**src/rtl/sipo_pkg.sv**
```systemverilog
// Shared constants and the default-sized output queue entry for the SIPO packer.
package sipo_pkg;

    localparam int DEF_DATA_WIDTH  = 8;
    localparam int DEF_DEPTH       = 8;
    localparam int DEF_IN_LANES    = 1;
    localparam int DEF_OUT_ENTRIES = 2;
    localparam int DEF_CNT_WIDTH   = $clog2(DEF_DEPTH + 1);

    typedef struct packed {
        logic                                 last;
        logic [DEF_CNT_WIDTH-1:0]             count;
        logic [DEF_DEPTH*DEF_DATA_WIDTH-1:0]  data;
    } entry_t;

    localparam int ENTRY_WIDTH = $bits(entry_t);

endpackage

```
**src/rtl/sipo_out_queue.sv**
```systemverilog
// Circular FIFO of packed-word entries; the head reads zero while empty.
module sipo_out_queue
    import sipo_pkg::*;
#(
    parameter int WIDTH   = ENTRY_WIDTH,
    parameter int ENTRIES = DEF_OUT_ENTRIES
) (
    input  logic             clk,
    input  logic             rst,
    input  logic             clear,
    input  logic             push,
    input  logic [WIDTH-1:0] push_data,
    input  logic             pop,
    output logic [WIDTH-1:0] head,
    output logic             full,
    output logic             empty
);

    localparam int PTR_W = (ENTRIES > 1) ? $clog2(ENTRIES) : 1;
    localparam int OCC_W = $clog2(ENTRIES + 1);
    localparam logic [PTR_W-1:0] LAST_PTR = PTR_W'(ENTRIES - 1);
    localparam logic [OCC_W-1:0] MAX_OCC  = OCC_W'(ENTRIES);

    logic [WIDTH-1:0] mem_r [ENTRIES];
    logic [PTR_W-1:0] wr_ptr_r;
    logic [PTR_W-1:0] rd_ptr_r;
    logic [OCC_W-1:0] occ_r;
    logic             do_push_s;
    logic             do_pop_s;

    // Pointers wrap modulo ENTRIES, which need not be a power of two.
    function automatic logic [PTR_W-1:0] ptr_inc(input logic [PTR_W-1:0] ptr);
        logic [PTR_W-1:0] nxt;
        if (ptr == LAST_PTR) begin
            nxt = {PTR_W{1'b0}};
        end else begin
            nxt = ptr + PTR_W'(1);
        end
        return nxt;
    endfunction

    assign full      = (occ_r == MAX_OCC);
    assign empty     = (occ_r == {OCC_W{1'b0}});
    assign do_push_s = push && !full;
    assign do_pop_s  = pop && !empty;
    assign head      = empty ? {WIDTH{1'b0}} : mem_r[rd_ptr_r];

    // Storage, pointers and occupancy.
    always_ff @(posedge clk or posedge rst) begin
        if (rst) begin
            for (int i = 0; i < ENTRIES; i++) begin
                mem_r[i] <= {WIDTH{1'b0}};
            end
            wr_ptr_r <= {PTR_W{1'b0}};
            rd_ptr_r <= {PTR_W{1'b0}};
            occ_r    <= {OCC_W{1'b0}};
        end else if (clear) begin
            for (int i = 0; i < ENTRIES; i++) begin
                mem_r[i] <= {WIDTH{1'b0}};
            end
            wr_ptr_r <= {PTR_W{1'b0}};
            rd_ptr_r <= {PTR_W{1'b0}};
            occ_r    <= {OCC_W{1'b0}};
        end else begin
            if (do_push_s) begin
                mem_r[wr_ptr_r] <= push_data;
                wr_ptr_r        <= ptr_inc(wr_ptr_r);
            end
            if (do_pop_s) begin
                rd_ptr_r <= ptr_inc(rd_ptr_r);
            end
            case ({do_push_s, do_pop_s})
                2'b10:   occ_r <= occ_r + OCC_W'(1);
                2'b01:   occ_r <= occ_r - OCC_W'(1);
                default: occ_r <= occ_r;
            endcase
        end
    end

endmodule

```
**src/rtl/sipo_packer.sv**
```systemverilog
// Serial-in parallel-out packer: gathers IN_LANES elements per write into DEPTH-element
// words, supports flushing a zero-padded partial word, and queues finished words.
module sipo_packer
    import sipo_pkg::*;
#(
    parameter int DATA_WIDTH  = DEF_DATA_WIDTH,
    parameter int DEPTH       = DEF_DEPTH,
    parameter int IN_LANES    = DEF_IN_LANES,
    parameter int OUT_ENTRIES = DEF_OUT_ENTRIES,
    parameter int CNT_WIDTH   = $clog2(DEPTH + 1)
) (
    input  logic                           i_clk,
    input  logic                           i_rst,
    input  logic                           i_clear,
    input  logic                           i_wen,
    input  logic [IN_LANES*DATA_WIDTH-1:0] i_data_in,
    output logic                           o_ready,
    input  logic                           i_flush,
    input  logic                           i_ren,
    output logic                           o_valid,
    output logic [DEPTH*DATA_WIDTH-1:0]    o_data_out,
    output logic [CNT_WIDTH-1:0]           o_count,
    output logic                           o_last,
    output logic                           o_empty,
    output logic                           o_full
);

    localparam int WORD_W = DEPTH * DATA_WIDTH;
    localparam logic [CNT_WIDTH-1:0] DEPTH_C   = CNT_WIDTH'(DEPTH);
    localparam logic [CNT_WIDTH-1:0] LANES_C   = CNT_WIDTH'(IN_LANES);
    localparam logic [CNT_WIDTH-1:0] LAST_FILL = CNT_WIDTH'(DEPTH - IN_LANES);

    typedef struct packed {
        logic                 last;
        logic [CNT_WIDTH-1:0] count;
        logic [WORD_W-1:0]    data;
    } word_entry_t;

    logic [CNT_WIDTH-1:0] fill_r;
    logic [WORD_W-1:0]    pack_r;
    logic                 flush_pending_r;

    logic                 ready_s;
    logic                 wr_acc_s;
    logic                 pend_s;
    logic [WORD_W-1:0]    pack_w_s;
    logic [CNT_WIDTH-1:0] fill_w_s;
    logic [WORD_W-1:0]    pack_next_s;
    logic [CNT_WIDTH-1:0] fill_next_s;
    logic                 pend_next_s;
    logic                 push_s;
    word_entry_t          push_entry_s;
    word_entry_t          head_s;
    logic                 q_full_s;
    logic                 q_empty_s;

    // Slots at or above the fill level may hold stale elements of an earlier word.
    function automatic logic [WORD_W-1:0] zero_from_fill(input logic [WORD_W-1:0] word,
                                                         input logic [CNT_WIDTH-1:0] fill);
        logic [WORD_W-1:0] res;
        res = word;
        for (int s = 0; s < DEPTH; s++) begin
            if (s >= int'(fill)) begin
                res[s*DATA_WIDTH +: DATA_WIDTH] = {DATA_WIDTH{1'b0}};
            end else begin
                res[s*DATA_WIDTH +: DATA_WIDTH] = word[s*DATA_WIDTH +: DATA_WIDTH];
            end
        end
        return res;
    endfunction

    assign ready_s  = !flush_pending_r && !(q_full_s && (fill_r == LAST_FILL));
    assign wr_acc_s = i_wen && ready_s;
    assign pend_s   = flush_pending_r || i_flush;

    // Apply the accepted write to a working copy of the packing register.
    always_comb begin
        pack_w_s = pack_r;
        fill_w_s = fill_r;
        if (wr_acc_s) begin
            for (int k = 0; k < IN_LANES; k++) begin
                pack_w_s[(int'(fill_r) + k) * DATA_WIDTH +: DATA_WIDTH] =
                    i_data_in[k*DATA_WIDTH +: DATA_WIDTH];
            end
            fill_w_s = fill_r + LANES_C;
        end else begin
            fill_w_s = fill_r;
        end
    end

    // Decide word completion, flush emission and the next packing state.
    always_comb begin
        pack_next_s  = pack_w_s;
        fill_next_s  = fill_w_s;
        pend_next_s  = pend_s;
        push_s       = 1'b0;
        push_entry_s = '0;
        if (fill_w_s == DEPTH_C) begin
            // A full word absorbs a coincident flush and carries its last marker.
            push_s             = 1'b1;
            push_entry_s.data  = pack_w_s;
            push_entry_s.count = DEPTH_C;
            push_entry_s.last  = pend_s;
            fill_next_s        = {CNT_WIDTH{1'b0}};
            pend_next_s        = 1'b0;
        end else if (pend_s) begin
            if (fill_w_s == {CNT_WIDTH{1'b0}}) begin
                pend_next_s = 1'b0;
            end else if (!q_full_s) begin
                push_s             = 1'b1;
                push_entry_s.data  = zero_from_fill(pack_w_s, fill_w_s);
                push_entry_s.count = fill_w_s;
                push_entry_s.last  = 1'b1;
                fill_next_s        = {CNT_WIDTH{1'b0}};
                pend_next_s        = 1'b0;
            end else begin
                pend_next_s = 1'b1;
            end
        end else begin
            pend_next_s = 1'b0;
        end
    end

    // Packing register, fill level and sticky flush request.
    always_ff @(posedge i_clk or posedge i_rst) begin
        if (i_rst) begin
            fill_r          <= {CNT_WIDTH{1'b0}};
            pack_r          <= {WORD_W{1'b0}};
            flush_pending_r <= 1'b0;
        end else if (i_clear) begin
            fill_r          <= {CNT_WIDTH{1'b0}};
            pack_r          <= {WORD_W{1'b0}};
            flush_pending_r <= 1'b0;
        end else begin
            fill_r          <= fill_next_s;
            pack_r          <= pack_next_s;
            flush_pending_r <= pend_next_s;
        end
    end

    sipo_out_queue #(
        .WIDTH   ($bits(word_entry_t)),
        .ENTRIES (OUT_ENTRIES)
    ) u_out_queue (
        .clk       (i_clk),
        .rst       (i_rst),
        .clear     (i_clear),
        .push      (push_s),
        .push_data (push_entry_s),
        .pop       (i_ren),
        .head      (head_s),
        .full      (q_full_s),
        .empty     (q_empty_s)
    );

    assign o_ready    = ready_s;
    assign o_valid    = !q_empty_s;
    assign o_data_out = head_s.data;
    assign o_count    = head_s.count;
    assign o_last     = head_s.last;
    assign o_full     = q_full_s;
    assign o_empty    = q_empty_s && (fill_r == {CNT_WIDTH{1'b0}}) && !flush_pending_r;

endmodule

```
**config.mk**
```make
export PLATFORM = sky130hd
export DESIGN_NAME = sipo_packer
export DESIGN_NICKNAME = d
export VERILOG_FILES = /design/src/rtl/sipo_pkg.sv /design/src/rtl/sipo_out_queue.sv /design/src/rtl/sipo_packer.sv
export SDC_FILE = /design/constraint.sdc
export NUM_CORES = 1
export LEC_CHECK = 0
export ABC_AREA = 1
export CAP_MARGIN = 20
export CORE_MARGIN = 5
export CORE_UTILIZATION = 52
export CTS_CLUSTER_SIZE = 8
export DETAILED_ROUTE_END_ITERATION = 6
export PLACE_DENSITY_LB_ADDON = 0.25
export SLEW_MARGIN = 20
export SYNTH_ARGS = -nofsm -noshare
export SYNTH_HDL_FRONTEND = slang
export SYNTH_SLANG_ARGS = --single-unit
```
**constraint.sdc**
```tcl
create_clock -name i_clk -period 8.7 [get_ports i_clk]
set_input_delay 2.61 -clock i_clk [delete_from_list [all_inputs] [get_ports i_clk]]
set_output_delay 2.61 -clock i_clk [all_outputs]
set_load 0.02 [all_outputs]
```
==> metrics.txt, run 1 <==
status=completed; M1 GR Usage=between 30% and 40%; n_diodes=0; P_sw=roughly 900 µW; first-pass GRT wire length=43.4 mm; RSZ-0062 raised after global routing=false; crit path kind=flip-flop to output port; Crit. End Element=output port; count of cell types in the netlist=33; Clock Tree Buf Depth=3; CTS clk-pin slew, worst paths=50 ps; Seq pwr share=around two fifths; Tot Pwr=2.67 mW; grt met2 use=38.6%; I/O pin cnt=87; crit path max fanout=52; Iteration-0 DRC Markers=roughly 640; chip height=149 µm; Cells after Synth=1,301; FMAX=roughly 170 MHz; die width=149 µm; initial antenna violation count=0; area of the core=about 19,000 µm²; Setup violations, final=0; internal power=1.78 mW; flop-to-flop setup slack=4810 ps; VDD IR max=0.255 mV; top cells by area, synth=dfrtp_1, nand2_1, inv_1, o21ai_1, nor2_1; DRT antenna net count=0; final hold viol count=0; row cnt=51; detailed-route via count=approximately 8,500; layout cells sized above 1=under 10%; fin crit period=5720 ps; asr flop ratio synth=100%; data arrival time of the critical path=3110 ps; Post-CTS Hold Fix Bufs=0; Filler cells=1,737; Post-synth EDFFs=0; switching share of power=33.2%; die area=22,300 µm²; IO buf count=86; total grt overflow=0; Final Max Slew Viols=0; actual slew at the worst max-slew pin=approximately 1000 ps; top cell type by total area after synthesis=dfrtp_1; clk root buf=clkbuf_16; total negative slack=0 ps; class of the worst hold path=flip-flop to flip-flop; post-DR wirelength/cell=approximately 16 µm; commonest non-fill, non-tap cell in the layout=nand2_1; Layout area overhead=17.9%; Avg Vias per Cell=5.20; htree depth=1; GRT Total Usage=a little under a quarter; hpwl dp=16.6 mm; MaxCap Viol Count=0; sequential-to-total area share from yosys stat=52.4%; clk_lat worst skew=540 ps; largest net degree at the start of global routing=91; post-route core utilization=61.7%; Inserted Clock Buffers=30; # DRC=0; clock power share=around two fifths; Nets=1,385; commonest cells after routing, fill and taps aside=nand2_1, dfrtp_1, inv_1; worst rel slew slack=about a third; Mapped Nets=between 1,000 and 1,500; GR peak layer=met2; Synth Flop Type=dfrtp_1; crit share post-route=roughly two thirds; vias in the first global route=8,554; Synth Register Bits=~210; starting density of the core=52.3%; mapped cell area=roughly 10,000 µm²; Pleak=5.12 nW; CTS resizes=0; clk sinks=211; Worst setup SP type=flip-flop; Pwr Density=225 nW/µm²; TritonCTS clock tree=done; Yosys top cell area share=52.4%; Pre-Repair DR Iteration Count=5; Setup Buffers After CTS=0; Synth Warn #=0; combinational power share=23.0%; clk_skew=around 15 ps; final wirelength=25.6 mm; CP required=6090 ps; syn_area_per_cell=a little under 8 µm²; Placer Congestion=about 0.9; GR met3 Demand/Resource=3.37%
[critical path: stages (launching register included)]
cell and delay (ps):
dfrtp_1 480, nor2_4 130, buf_4 480, inv_1 500, nor3_1 320, clkdlybuf4s50_1 650
[per-stage QoR]
step                hold WS (ps)  setup WS [ps]  area (µm²)  cells
floorplan                    437            324       10100   1301
global placement             449           3130       11100   1601
detailed placement           462           2970       11100   1601
CTS                          474           2910       11900   1636
global route                 498           2710       11900   1636
finish                       472           2980       11900   1636
[flip-flops by register name, indices dropped and copies added, names as in the netlist]
signal	flops
fill_r	4
flush_pending_r	1
pack_r	64
u_out_queue.mem_r	138
u_out_queue.occ_r	2
u_out_queue.rd_ptr_r	1
u_out_queue.wr_ptr_r	1
[metal layers]
layer / vias up / routed length [µm]
li1: 4220 / -
met1: 3991 / 11400
met2: 259 / 12100
met3: 45 / 1490
met4: 0 / 650
met5: - / 0
[worst paths after layout]
check	start	endpoint	cells past startpoint
min	u_out_queue.mem_r[137]$_DFFE_PP0P_	u_out_queue.mem_r[137]$_DFFE_PP0P_	2
min in group asynchronous	i_rst	u_out_queue.mem_r[107]$_DFFE_PP0P_	2
max in group asynchronous	i_rst	u_out_queue.mem_r[97]$_DFFE_PP0P_	3
max	u_out_queue.occ_r[0]$_DFFE_PP0P_	o_empty	5
max reg2reg	fill_r[0]$_DFF_PP0_	u_out_queue.mem_r[97]$_DFFE_PP0P_	14
min reg2reg	u_out_queue.mem_r[137]$_DFFE_PP0P_	u_out_queue.mem_r[137]$_DFFE_PP0P_	2
[cells in the mapped netlist, types with 3 or more instances]
master	count
a21oi_1	75
buf_2	19
buf_6	3
clkbuf_1	34
dfrtp_1	211
ha_1	3
inv_1	143
inv_2	13
mux2i_1	4
nand2_1	401
nand2_2	8
nand3_1	14
nand3_2	3
nand4_1	11
nor2_1	120
nor2_2	4
nor2_4	3
nor3_1	10
o21a_1	13
o21ai_0	76
o21ai_1	107
o22ai_1	6
or2_0	4
[power groups by stage]
stage	sequential [mW]	clock, mW	combinational (mW)
global placement	1.05	0	0.614
CTS	1.04	1.04	0.623
finish	1.04	1.02	0.615
detailed placement	1.05	0	0.618
global route	1.04	1.08	0.686
floorplan	1.04	0	0.428
[final cells by class]
type	count	area, µm²	area share (%)
sequential	211	5280	44.4
multi-input combinational	873	3940	33.1
timing repair buffer	95	923	7.77
clock buffer	35	811	6.82
inverter	157	597	5.02
tap	265	332	2.79
[cell families after synthesis]
kind of cell | count (synthesis) | synth area share (%)
AO/OA/AOI/OAI | 281 | 14.5
XOR/XNOR | 1 | 0.0869
adder cells (fa/ha/maj) | 3 | 0.372
buffers and inverters | 217 | 8.64
flip-flops | 211 | 52.4
multiplexers | 4 | 0.397
AND/OR/NAND/NOR | 584 | 23.6
(Power assumes the default switching activity.)
==> run 2, diff against run 1 <==
--- a/config.mk
+++ b/config.mk
@@ -8,7 +8,7 @@
 export ABC_AREA = 1
 export CAP_MARGIN = 20
 export CORE_MARGIN = 5
-export CORE_UTILIZATION = 52
+export CORE_UTILIZATION = 55
 export CTS_CLUSTER_SIZE = 8
 export DETAILED_ROUTE_END_ITERATION = 6
 export PLACE_DENSITY_LB_ADDON = 0.25
==> constraint.sdc (replaced) <==
create_clock -name i_clk -period 5.85 [get_ports i_clk]
set_input_delay 1.755 -clock i_clk [delete_from_list [all_inputs] [get_ports i_clk]]
set_output_delay 1.755 -clock i_clk [all_outputs]
set_load 0.02 [all_outputs]
==> run 2 against run 1 <==
Sequential power increased by 48%. Final cell count is 2.3% lower. Global-route usage up 0.87 points. Combinational power up 53%. Non-clock buffer count did not move. Critical path type unchanged. Largest power group unchanged. Highest routed layer unchanged.
==> metrics.txt, run 2 (synthesized netlist as in run 1, its figures left out) <==
delay-heaviest family, CP=buffers and inverters; crit share post-route=79.6%; Finished Cell Area=between 10,000 and 15,000 µm²; vias in the first global route=8,620; CTS resizes=0; starting density of the core=55.9%; Post-CTS Hold Fix Bufs=0; actual slew at the worst max-slew pin=1050 ps; Worst setup SP type=flip-flop; FMAX=215 MHz; crit path cell chain=inv_2 > buf_4 > o21ai_0 > a21oi_1 > clkdlybuf4s50_1; die area=~21,000 µm²; GRT Total Usage=between 20 and 25%; DR top layer=met4; class of the worst hold path=flip-flop to flip-flop; commonest non-fill, non-tap cell in the layout=nand2_1; total negative slack=0 ps; Setup violations, final=0; post-DR wirelength/cell=16.4 µm; row cnt=49; CP peak stage delay=around 630 ps; met2 WL=12.2 mm; Placement Cell Area=11,000 µm²; Largest Register=u_out_queue.mem_r; worst rel slew slack=a little under a third; CP required=4090 ps; final wirelength=26.1 mm; crit path kind=flip-flop to output port; top flop regs=u_out_queue.mem_r x138, pack_r x64, fill_r x4; layout cells sized above 1=6.14%; area of the core=~18,000 µm²; Iteration-0 DRC Markers=703; data arrival time of the critical path=2900 ps; Filler cells=1,567; # DRC=0; max reg flops=138; Placer Congestion=0.897; Avg Vias per Cell=5.49; Pre-Repair DR Iteration Count=5; final hold viol count=0; clk_skew=12.3 ps; CP Launch Point=u_out_queue.rd_ptr_r$_DFFE_PP0P_; Met1 Wirelength=11.6 mm; detailed-route via count=8,780; Final Max Slew Viols=0; VDD IR max=~0.48 mV; Multi-input gate area=3940 µm²; clk_lat worst skew=about 540 ps; RSZ-0062 raised after global routing=false; IO buf count=86; clk sinks=211; Pwr Density=336 nW/µm²; Layout area overhead=17.4%; CTS clk-pin slew, worst paths=50 ps; Crit. End Element=output port; Nets=1,385; n_diodes=0; MaxCap Viol Count=0; Inserted Clock Buffers=30; Tot Pwr=3.98 mW; flip-flop and latch area=5280 µm²; crit path max fanout=37; Worst path slowest cell=clkdlybuf4s50_1; DRT antenna net count=0; Pleak=5.11 nW; met3 wire length=1.65 mm; TritonCTS clock tree=done; Clock Tree Buf Depth=3; initial antenna violation count=0; hpwl dp=approximately 17 mm; CP bufs+invs=3; Setup Buffers After CTS=0; total grt overflow=0; flop-to-flop setup slack=2020 ps; hold path start=u_out_queue.mem_r[67]$_DFFE_PP0P_; worst r2r src=fill_r[0]$_DFF_PP0_; chip height=145 µm; die width=145 µm; commonest cells after routing, fill and taps aside=nand2_1, dfrtp_1, inv_1; fin crit period=4660 ps; first-pass GRT wire length=44.1 mm; htree depth=1; largest net degree at the start of global routing=174; I/O pin cnt=87; status=completed; clk root buf=clkbuf_16
==> run 2: worst reg2reg max path, cell delays in order, from the launching register on <==
cell,delay (ps)
dfrtp_1,540
inv_2,210
ha_1,390
inv_1,360
nand4_1,250
nand2_1,250
nand2_1,100
inv_2,70
nand2_2,80
nand3_4,120
nand2_2,80
nand2_2,630
buf_4,440
nand2_1,100
o21ai_1,110
==> run 2: final timing paths <==
kind / endpoint / depth (start not counted)
max: o_count[3] / 5
min: u_out_queue.mem_r[67]$_DFFE_PP0P_ / 2
max reg2reg: u_out_queue.mem_r[42]$_DFFE_PP0P_ / 14
min reg2reg: u_out_queue.mem_r[67]$_DFFE_PP0P_ / 2
max in group asynchronous: u_out_queue.rd_ptr_r$_DFFE_PP0P_ / 3
min in group asynchronous: u_out_queue.mem_r[18]$_DFFE_PP0P_ / 3
==> run 2: cell type report <==
cell class / count / area share (%)
multi-input cells: 873 / 33.3
clock buffers: 32 / 6.59
well taps: 229 / 2.42
clock inverters: 1 / 0.0634
repair buffers: 95 / 8.01
inverters: 157 / 5.01
flip-flops and latches: 211 / 44.6
==> run 2: per-stage QoR <==
| step | std cells | worst slack, ps | hold slack, ps | util (%) |
|---|---|---|---|---|
| finish | 1598 | 1190 | 469 | 65.7 |
| global route | 1598 | 1050 | 506 | 65.7 |
| CTS | 1598 | 1170 | 474 | 65.7 |
| detailed placement | 1565 | 1190 | 463 | 61.3 |
| global placement | 1565 | 1330 | 455 | 61.3 |
| floorplan | 1301 | 1350 | 437 | - |
==> run 2: layer usage <==
layer / vias to the layer above / global-route usage (%)
li1: 4209 / -
met1: 4211 / 34.0
met2: 295 / 40.7
met3: 65 / 3.96
met4: 0 / 7.56
met5: - / 0
==> run 2: report_power, final <==
part	switching [mW]	total, mW	internal (mW)
Combinational	0.736	0.943	0.207
Sequential	0.0316	1.54	1.51
Clock	0.579	1.50	0.918
Total	1.35	3.98	2.63
==> run 3, diff against run 2 <==
==> constraint.sdc (replaced) <==
create_clock -name i_clk -period 4.66 [get_ports i_clk]
set_input_delay 1.398 -clock i_clk [delete_from_list [all_inputs] [get_ports i_clk]]
set_output_delay 1.398 -clock i_clk [all_outputs]
set_load 0.02 [all_outputs]
==> run 3 against run 2 <==
Design area up 0.42%. Critical path depth unchanged. Clock skew down 4.6 ps. Clock-buffer cell count unchanged. Critical endpoint is now o_data_out[30]. Final cell count up 0.31%. Via count down 0.48%. Non-clock buffer count up 5. Setup slack worse by 580 ps. Die area unchanged. Highest routed layer unchanged. Clock power up 26%. Core utilization up 0.28 points. Flip-flop and latch count unchanged.
==> metrics.txt, run 3 (synthesized netlist as in run 1, its figures left out) <==
actual slew at the worst max-slew pin=978 ps; commonest cells after routing, fill and taps aside=nand2_1, dfrtp_1, inv_1; final wirelength=about 26 mm; RSZ-0062 raised after global routing=false; TritonCTS clock tree=done; Crit. End Element=output port; Setup Buffers After CTS=0; Seq pwr share=38.5%; Pleak=approximately 5.1 nW; clk_lat worst skew=530 ps; Worst Reg2Reg Path Length in Cells=13; top flop regs=u_out_queue.mem_r x138, pack_r x64, fill_r x4; commonest non-fill, non-tap cell in the layout=nand2_1; CP required=between 3000 and 4000 ps; delay-heaviest family, CP=buffers and inverters; switching share of power=33.8%; flip-flop and latch area=5280 µm²; internal power=around 3.3 mW; IO buf count=86; area of the core=18,000 µm²; worst rel slew slack=34.8%; clk sinks=211; clk root buf=clkbuf_16; CP peak stage delay=640 ps; Filler cells=roughly 1,500; Finished Layout Cells=1,603; crit path cell chain=nor2_4 > inv_1 > o21ai_0 > a21oi_1 > clkdlybuf4s50_1; DRT antenna net count=0; max reg flops=138; Pwr Density=423 nW/µm²; Iteration-0 DRC Markers=651; clk_skew=around 7.7 ps; crit path kind=flip-flop to output port; post-route core utilization=65.9%; Placer Congestion=0.919; Stages on worst setup path=5; detailed-route via count=8,738; Nets=1,390; data arrival time of the critical path=2650 ps; combinational power share=around a quarter; worst hold stages=2; MaxCap Viol Count=0; M1 GR Usage=33.7%; vias in the first global route=8,822; # DRC=0; largest net degree at the start of global routing=approximately 160; initial antenna violation count=0; chip height=145 µm; VDD IR max=0.426 mV; Tot Pwr=5.02 mW; FMAX=247 MHz; P_sw=roughly 1.7 mW; hpwl dp=16.6 mm; Pre-Repair DR Iteration Count=5; Inserted Clock Buffers=30; Layout area overhead=17.9%; htree depth=1; Final WS setup=614 ps; Largest Register=u_out_queue.mem_r; dpl cells=1,570; Worst setup SP type=flip-flop; fin crit period=4050 ps; post-DR wirelength/cell=16.3 µm; layout cells sized above 1=under 10%; Multi-input gate area=3940 µm²; GRT Total Usage=between 20% and 30%; DP Worst Slack=618 ps; total grt overflow=0; Post-CTS Hold Fix Bufs=0; I/O pin cnt=between 80 and 90; total negative slack=0 ps; CTS resizes=0; n_diodes=0; class of the worst hold path=flip-flop to flip-flop; crit share post-route=between 80% and 90%; Final Max Slew Viols=0; CP bufs+invs=2; status=completed; Worst path slowest cell=clkdlybuf4s50_1; starting density of the core=55.9%; die area=21,100 µm²; grt met2 use=40.4%; Avg Vias per Cell=5.45; clock power share=37.5%; final hold viol count=0; CTS clk-pin slew, worst paths=about 50 ps; die width=145 µm; crit path max fanout=21; Clock Tree Buf Depth=3; first-pass GRT wire length=around 44 mm; row cnt=49; Setup violations, final=0; GR peak layer=met2; GR met3 Demand/Resource=roughly 3.7%
[run 3: final timing paths]
| check | end | from | slack, ps |
|---|---|---|---|
| worst max register to register | u_out_queue.mem_r[4]$_DFFE_PP0P_ | fill_r[0]$_DFF_PP0_ | 1020 |
| min in group asynchronous | u_out_queue.mem_r[89]$_DFFE_PP0P_ | i_rst | 1450 |
| worst max-delay path | o_data_out[30] | u_out_queue.occ_r[0]$_DFFE_PP0P_ | 610 |
| max in group asynchronous | u_out_queue.mem_r[132]$_DFFE_PP0P_ | i_rst | 2530 |
| worst min-delay path | u_out_queue.mem_r[67]$_DFFE_PP0P_ | u_out_queue.mem_r[67]$_DFFE_PP0P_ | 470 |
| worst min register to register | u_out_queue.mem_r[67]$_DFFE_PP0P_ | u_out_queue.mem_r[67]$_DFFE_PP0P_ | 470 |
[run 3: routing by layer]
layer  wire (µm)  vias to the layer above
li1            -                     4223
met1       11300                     4167
met2       12500                      286
met3        1540                       62
met4         717                        0
met5           0                        -
[run 3: power groups by stage]
stage	Sequential, mW	Clock [mW]	Combinational, mW
after floorplan	1.94	0	0.799
after global placement	1.96	0	1.18
after detailed placement	1.96	0	1.20
after CTS	1.93	1.90	1.20
after global routing	1.94	1.98	1.32
final	1.93	1.89	1.20
[run 3: worst register-to-register path: stages, from the launching register on]
cell	delay (ps)
dfrtp_1	550
inv_2	210
ha_1	400
inv_1	360
nand4_1	240
nand2_1	240
nand3_2	160
nand2_2	140
nand3_4	120
nand2_2	100
nand2_2	370
inv_2	430
nand2_1	110
o21ai_1	130
[run 3: per-stage QoR]
step                      hold slack [ps]  area [µm²]
after detailed placement              458       11100
after CTS                             472       11900
after floorplan                       437       10100
after global placement                454       11100
after global routing                  498       11900
final                                 474       11900
[run 3: cell type report]
cell class,instances,area share [%]
clock buffers,32,6.56
clock inverters,1,0.0632
inverters,157,4.99
multi-input cells,873,33.1
flip-flops and latches,211,44.4
well taps,229,2.41
repair buffers,100,8.40
